`src/rtl/wlmont_pkg.sv`:
```
// Shared definitions for the word-level Montgomery datapath: encoder FSM
// states, the Montgomery exponent helper and the encoder latency.
// Build option: WLMONT_ENC_PRERED_EN adds one pre-reduction cycle so the
// encoder accepts operands in [0, 2q).
package wlmont_pkg;

  // Encoder FSM states; S_PRE is only reachable when pre-reduction is built in.
  typedef enum logic [1:0] {
    S_IDLE = 2'd0,
    S_PRE  = 2'd1,
    S_RUN  = 2'd2,
    S_DONE = 2'd3
  } enc_state_e;

  // Montgomery exponent RLOG = L*(W-1); the reduction unit consumes W-1 bits
  // per loop iteration, so the encoder must pre-scale by the same amount.
  function automatic int rlog_f(input int w, input int l);
    return l * (w - 1);
  endfunction

  localparam int W_DEFAULT    = 15;
  localparam int L_DEFAULT    = 4;
  localparam int RLOG_DEFAULT = rlog_f(W_DEFAULT, L_DEFAULT);

`ifdef WLMONT_ENC_PRERED_EN
  localparam int PRE_CYCLES = 1;
`else
  localparam int PRE_CYCLES = 0;
`endif

  // Accept-to-out_valid latency in clock edges for the default configuration.
  localparam int ENC_LATENCY = RLOG_DEFAULT + PRE_CYCLES;

  // Same latency for an arbitrary exponent.
  function automatic int enc_latency_f(input int rlog);
    return rlog + PRE_CYCLES;
  endfunction

endpackage

```
`src/rtl/wlmont_dbl.sv`:
```
// One combinational modular-doubling step: dbl_o = (2*acc_i) mod q_i,
// valid whenever acc_i < q_i. Kept separate so a later revision can chain
// several steps per cycle.
module wlmont_dbl #(
  parameter int LOGQ = 60
) (
  input  logic [LOGQ-1:0] acc_i,
  input  logic [LOGQ-1:0] q_i,
  output logic [LOGQ-1:0] dbl_o
);

  logic [LOGQ:0] dbl_full;
  logic          below_q;

  // The doubled value needs one extra bit before the conditional subtract.
  assign dbl_full = {acc_i, 1'b0};

  // Equivalent to the sign of (2*acc - q); since 2*acc < 2q the corrected
  // value always fits back into LOGQ bits, so the subtract can be done at
  // LOGQ width and the carry out discarded.
  assign below_q = dbl_full < {1'b0, q_i};

  assign dbl_o = below_q ? dbl_full[LOGQ-1:0] : (dbl_full[LOGQ-1:0] - q_i);

endmodule

```
`src/rtl/wlmont_enc.sv`:
```
// Iterative encoder into the word-level Montgomery domain:
// y = x * 2^RLOG mod q, one modular doubling per clock, valid/ready on both
// sides, one operand in flight.
// Build option: WLMONT_ENC_PRERED_EN inserts a pre-reduction cycle (x < 2q).
module wlmont_enc
  import wlmont_pkg::*;
#(
  parameter int LOGQ = 60,
  parameter int W    = W_DEFAULT,
  parameter int L    = L_DEFAULT,
  parameter int RLOG = rlog_f(W, L)
) (
  input  logic            clk,
  input  logic            rst,
  input  logic [LOGQ-1:0] q,
  input  logic            in_valid,
  output logic            in_ready,
  input  logic [LOGQ-1:0] x,
  output logic            out_valid,
  input  logic            out_ready,
  output logic [LOGQ-1:0] y
);

  localparam int             CW       = $clog2(RLOG + 1);
  localparam logic [CW-1:0]  CNT_LAST = CW'(RLOG - 1);

  enc_state_e       state_q;
  logic [LOGQ-1:0]  acc_q;
  logic [LOGQ-1:0]  qr_q;
  logic [CW-1:0]    cnt_q;
  logic [LOGQ-1:0]  y_q;
  logic             in_ready_q;
  logic             out_valid_q;
  logic [LOGQ-1:0]  acc_d;

  // Next accumulator value for one doubling step.
  wlmont_dbl #(
    .LOGQ (LOGQ)
  ) u_dbl (
    .acc_i (acc_q),
    .q_i   (qr_q),
    .dbl_o (acc_d)
  );

`ifdef WLMONT_ENC_PRERED_EN
  logic            pre_ge;
  logic [LOGQ-1:0] pre_diff;

  // Single conditional subtract brings x in [0, 2q) into [0, q).
  assign pre_ge   = acc_q >= qr_q;
  assign pre_diff = acc_q - qr_q;
`endif

  // FSM, operand registers, counter and registered handshake outputs.
  // NOTE: every register here uses <= so all of them update from the same
  // pre-edge values; a blocking = would let later lines see half-updated state.
  always_ff @(posedge clk or posedge rst) begin
    if (rst) begin
      // NOTE: the datapath registers are reset too, so y reads 0 out of reset
      // and an aborted operand leaves no stale value behind.
      state_q     <= S_IDLE;
      acc_q       <= '0;
      qr_q        <= '0;
      cnt_q       <= '0;
      y_q         <= '0;
      in_ready_q  <= 1'b0;
      out_valid_q <= 1'b0;
    end else begin
      case (state_q)
        S_IDLE: begin
          if (in_valid && in_ready_q) begin
            acc_q      <= x;
            qr_q       <= q;
            cnt_q      <= '0;
            in_ready_q <= 1'b0;
`ifdef WLMONT_ENC_PRERED_EN
            state_q    <= S_PRE;
`else
            state_q    <= S_RUN;
`endif
          end else begin
            // First cycle out of reset lands here with in_ready still low.
            in_ready_q <= 1'b1;
          end
        end

`ifdef WLMONT_ENC_PRERED_EN
        S_PRE: begin
          if (pre_ge) begin
            acc_q <= pre_diff;
          end
          state_q <= S_RUN;
        end
`endif

        S_RUN: begin
          acc_q <= acc_d;
          cnt_q <= cnt_q + 1'b1;
          if (cnt_q == CNT_LAST) begin
            y_q         <= acc_d;
            out_valid_q <= 1'b1;
            state_q     <= S_DONE;
          end
        end

        S_DONE: begin
          // in_valid is ignored here; a new operand waits for IDLE.
          if (out_ready) begin
            out_valid_q <= 1'b0;
            in_ready_q  <= 1'b1;
            state_q     <= S_IDLE;
          end
        end

        default: begin
          in_ready_q  <= 1'b0;
          out_valid_q <= 1'b0;
          state_q     <= S_IDLE;
        end
      endcase
    end
  end

  assign in_ready  = in_ready_q;
  assign out_valid = out_valid_q;
  assign y         = y_q;

endmodule

```
`config.mk`:
```
export PLATFORM = sky130hd
export DESIGN_NAME = wlmont_enc
export DESIGN_NICKNAME = d
export VERILOG_FILES = /design/src/rtl/wlmont_pkg.sv /design/src/rtl/wlmont_dbl.sv /design/src/rtl/wlmont_enc.sv
export SDC_FILE = /design/constraint.sdc
export NUM_CORES = 1
export LEC_CHECK = 0
export ABC_CLOCK_PERIOD_IN_PS = 10450
export CORE_MARGIN = 8
export CORE_UTILIZATION = 59
export CTS_CLUSTER_SIZE = 8
export DETAILED_ROUTE_END_ITERATION = 10
export GPL_TIMING_DRIVEN = 1
export PLACE_DENSITY = 0.95
export SYNTH_ARGS = -nofsm -noshare
export SYNTH_HDL_FRONTEND = slang
export SYNTH_SLANG_ARGS = --single-unit
```
`constraint.sdc`:
```
create_clock -name clk -period 10.45 [get_ports clk]
set_clock_uncertainty 0.15 [all_clocks]
set_input_delay 1.5675 -clock clk [delete_from_list [all_inputs] [get_ports clk]]
set_output_delay 1.5675 -clock clk [all_outputs]
set_load 0.01 [all_outputs]
```
Word-level counts from Yosys, hierarchy flattened
Index checks and enable logic that the tools add are counted.
{"block": "op_classes", "add_sub_neg": 2, "order_cmp": 1, "n_eq_ne": 6, "mux": 15, "bitwise": 2, "reduce_logical": 9}
{"op": "$mux W60", "n": 2}
{"op": "$pmux W60 S2", "n": 1}
{"op": "$lt A61 B60 Y1", "n": 1}
{"op": "$sub A60 B60 Y60", "n": 1}
{"op": "$pmux W6 S2", "n": 1}
{"op": "$reduce_and A2 Y1", "n": 4}
{"op": "$add A6 B1 Y6 const B", "n": 1}
{"op": "$eq A6 B6 Y1 const B", "n": 1}
{"op": "$mux W2", "n": 3}
{"op": "$mux W6", "n": 1}
{"op": "$ne A2 B2 Y1 const B", "n": 3}
{"op": "$pmux W1 S3", "n": 2}
{"op": "$pmux W2 S3", "n": 1}
{"op": "$reduce_and A3 Y1", "n": 2}
{"op": "$eq A2 B2 Y1 const B", "n": 2}
{"op": "$mux W1", "n": 4}
{"op": "$logic_not A2 Y1", "n": 1}
{"op": "$not A1 Y1", "n": 2}
{"op": "$reduce_bool A2 Y1", "n": 1}
{"op": "$logic_and A1 B1 Y1", "n": 1}
{"block": "word_totals", "reg_bits": 190, "in_bits": 124, "out_inout_bits": 62, "wordCells": 42}

Depth between registers and ports, before layout
{"block": "depth", "ltp_word": 3, "depth_mapped": 15, "mapped_depth_nobuf": 12}

Cells and area by module
A second synthesis with hierarchy kept.
{"block": "hier_totals", "hier_cells": 1324, "hier_area_um2": 12743.5}
{"mod": "wlmont_enc", "n_inst": 1, "cells_each": 583, "area_each_um2": 8186.6, "seq_area_each_um2": 4754.6}
{"mod": "wlmont_dbl", "n_inst": 1, "cells_each": 741, "area_each_um2": 4556.9, "seq_area_each_um2": 0.0}

Least setup slack after synthesis
OpenSTA, ideal clock, no wires.
{"block": "synth_path", "kind": "register -> register", "startpoint": "reg acc_q[4]", "endpoint": "reg acc_q[12]", "setup_time_ns": 0.137, "arrival_ns": 3.036, "t_required_ns": 10.163, "setup_slack_ns": 7.127, "stages_incl_launch_ff": 14, "n_path_buf": 3, "synth_period_minus_slack_ns": 3.323, "path_cell_list": "dfrtp_1 ha_1 buf_2 nand2_1 a2111oi_4 o21ai_2 a2111oi_4 nor3_2 o41ai_4 a41o_2 buf_6 buf_6 mux2i_1 a21oi_1"}
{"block": "synth_between", "elab_chain_len": 3, "elab_cells_between_ends": 4, "classes_between": "add/sub (1); order compare (1); mux (2)"}
{"element": "from (decl)", "line_no": "wlmont_enc.sv:28", "source": "logic [LOGQ-1:0] acc_q;"}
{"element": "from (signal assigned)", "line_no": "wlmont_enc.sv:62", "source": "acc_q <= '0;"}
{"element": "from (signal assigned)", "line_no": "wlmont_enc.sv:72", "source": "acc_q <= x;"}
{"element": "from (signal assigned)", "line_no": "wlmont_enc.sv:97", "source": "acc_q <= acc_d;"}
{"element": "$sub A60 B60 Y60 or $lt A61 B60 Y1 (tied branches)", "line_no": "wlmont_dbl.sv:23, wlmont_dbl.sv:21"}
{"element": "$mux W60 (*)", "line_no": "wlmont_dbl.sv:23", "source": "assign dbl_o = below_q ? dbl_full[LOGQ-1:0] : (dbl_full[LOGQ-1:0] - q_i);"}
{"element": "$pmux W60 S2 (*)", "line_no": "wlmont_enc.sv:69", "source": "case (state_q)"}
Every way passes the cells marked *; elsewhere a longest branch is shown, timed or not.
A chain may end at the register's enable or synchronous reset.

Worst setup path after layout
{"block": "layout_path", "startpoint": "reg acc_q[2]", "endpoint": "reg acc_q[49]"}
The elaborated chain is that of the path after synthesis.

==> results.cfg <==
[global_route]
overflow = 0
grt_pass1_wl_um = 59480
grt_max_degree = 104
antenna_found_initial = 0
grt_pass1_vias = 11800
track_usage_pct = 29.82

[die]
die-area_mm2 = 0.02517
core_area_mm2 = 0.02010
initial_core_util_pct = 59.71
die_y_um = 158.6
die_w_um = 158.6
io_pins = 186
fp-row-count = 52

[clock_tree]
postCtsSetupBuffers = 0
clockBufferDepth = 2
clk_pin_slew_worst_paths_ns = 0.07
h-tree-depth = 4
insertion_delay_ns = 0.44
cts_resized = 0
cts_sinks = 190
clk_root_buffer_cell = clkbuf_16
cts_tree = yes
cts-hold-fix-buffers = 0
cts_buffers = 17

[drt]
vias = 11700
drt-pass1-iter-count = 9
wl_um = 37520
wl_per_cell_um = 20.40
drtIter0Drc = 983
drcViolationCount = 0
viasPerCell = 6.363
postRouteAntennaNets = 0

[pwr]
leakagePower_uw = 0.006180
power_density_mw_per_mm2 = 411.4
ir_drop_mv = 0.2346

[worst_hold_path]
min_path_cells = 2
hold_start = y[25]
holdPathEnd = y[25]
hold_class = reg2reg

[logic_synthesis]
yosys_warnings = 0
ys_ff_latch = 190
synth.yosys.seq_area_share_pct = 39.60
synth-edff-count = 0
async_flop_share_pct = 100.0
synth.avg_cell_area_um2 = 8.354
yosysMostFrequentCell = nand2_1
synth_top_flop_cell = dfrtp_1
synthTopCellsByCount = nand2_1 (216), dfrtp_1 (190), o21ai_0 (164)
syn-cell-area_mm2 = 0.01201
synth_area_leaders = dfrtp_1 (40%), o21ai_0 (6.8%), nand2_1 (6.8%)
synth.largest_area_cell = dfrtp_1
syn_inst = 1437
yosysUniqueCellTypes = 69
synth_fp_nets = 1625
synth_top_area_share_pct = 39.60

[sta]
whs_ns = 0.3307
rsz0062_at_grt = no
worst_slew_pin_slew_ns = 1.282
setup_viol = 0
hold_viol_final = 0
relSlewSlack_pct = 14.22
setup_tns_ns = 0
period_needed_ns = 4.637
fin_ws_ns = 5.813
fmax_mhz = 215.6
min_period_over_period_pct = 44.38
drv_slew = 0

[place]
dp_slack_ns = 5.763
portBuffers = 185
place.gp.congestion = 0.9851
hpwl_um = 25900

[job]
drv_cap = 0

[final_layout]
fin_nets = 1745
syn_to_final_growth_pct = 21.10
drive_gt1_share_pct = 3.952
diodes = 0
finalCoreUtilization_pct = 72.32

[run_status]
outcome = completed

[worst_setup_path]
rr_worst_depth = 11
r2r_end = acc_q[49]
slowest_stage = a41o_2
end_kind = flop
cpMostUsedCell = a2111oi_4
path_max_fanout = 43
required_ns = 10.62
r2r_start = acc_q[2]
start_kind = flop
critPathKind = reg2reg
slowest_delay_ns = 0.74
path_cells = ha_1 > o21ai_1 > a2111oi_4 > o21ai_2 > a2111oi_4 > nor3_2 > o41ai_4 > a41o_2 > buf_4 > mux2i_1 > a221oi_1
critPathArrivalTime_ns = 4.80
reg2reg_slack_ns = 5.81
-- worst max-delay path by stage --
stage / endpoint / from / depth (start not counted)
floorplan: acc_q[0] / rst / 1
global placement: acc_q[2] / in_valid / 8
detailed placement: acc_q[15] / in_valid / 8
CTS: acc_q[49] / acc_q[2] / 11
global route: y[47] / acc_q[2] / 11
finish: acc_q[49] / acc_q[2] / 11
-- layout make-up --
class,instances,area (um^2)
Clock inverter,12,183.9
Clock buffer,19,432.9
Fill cell,1491,5565
Sequential cell,190,4755
Timing Repair Buffer,194,1919
Tap cell,270,337.8
Inverter,82,312.8
Multi-Input combinational cell,1072,6598
-- layout by cell type (no fill, tap or decap), types with 27 or more instances in the layout --
cell type,instances
inv_1,80
o21ai_1,27
o21ai_0,164
nor2_1,68
dfrtp_1,190
ha_1,61
a21oi_1,147
o22a_1,45
xnor2_1,32
nand2_1,213
o22ai_1,50
clkdlybuf4s50_1,185
-- stage by stage --
| stage | total power [uW] | cells | cell area [um^2] |
|---|---|---|---|
| 4_1_cts | 5874 | 1839 | 14540 |
| 3_3_place_gp | 5010 | 1808 | 13920 |
| 5_1_grt | 6409 | 1839 | 14540 |
| 2_1_floorplan | 4179 | 1437 | 12010 |
| 3_5_place_dp | 5127 | 1808 | 13920 |
| 6_report | 5981 | 1839 | 14540 |
-- worst max-delay path, delay by kind of cell, from the launching register on --
kind	cells	cell delay (ns)
simple gates	1	0.14
mux	1	0.18
compound gates	7	2.64
buf+inv	1	0.59
fa+ha+maj	1	0.36
flops	1	0.42
-- registers in the layout (all words and copies together), names as in the netlist --
| name | flops |
|---|---|
| acc_q | 60 |
| cnt_q | 6 |
| in_ready | 1 |
| out_valid | 1 |
| qr_q | 60 |
| state_q | 2 |
| y | 60 |
-- layer usage --
layer	vias up	GRT usage, %	wire length (um)
li1	5369	-	-
met1	5541	36.69	14900
met2	653	50.16	17910
met3	138	5.375	3222
met4	0	13.65	1493
met5	-	0	0
-- cells by family (layout without fill, tap and decap cells) --
family,Yosys count,count (layout),share of synthesized area (%)
flip-flops,190,190,39.60
buffers and inverters,175,307,5.888
adder cells (fa/ha/maj),64,64,6.733
multiplexers,23,23,1.949
XOR/XNOR,52,52,3.794
AO/OA/AOI/OAI,546,546,27.95
AND/OR/NAND/NOR,387,387,14.08
-- power by group --
group          total, uW  internal [uW]  switching (uW)
clock network        705            403             302
registers           1180            993             184
logic               4100           1520            2580
Power figures use the tool's default switching activity.
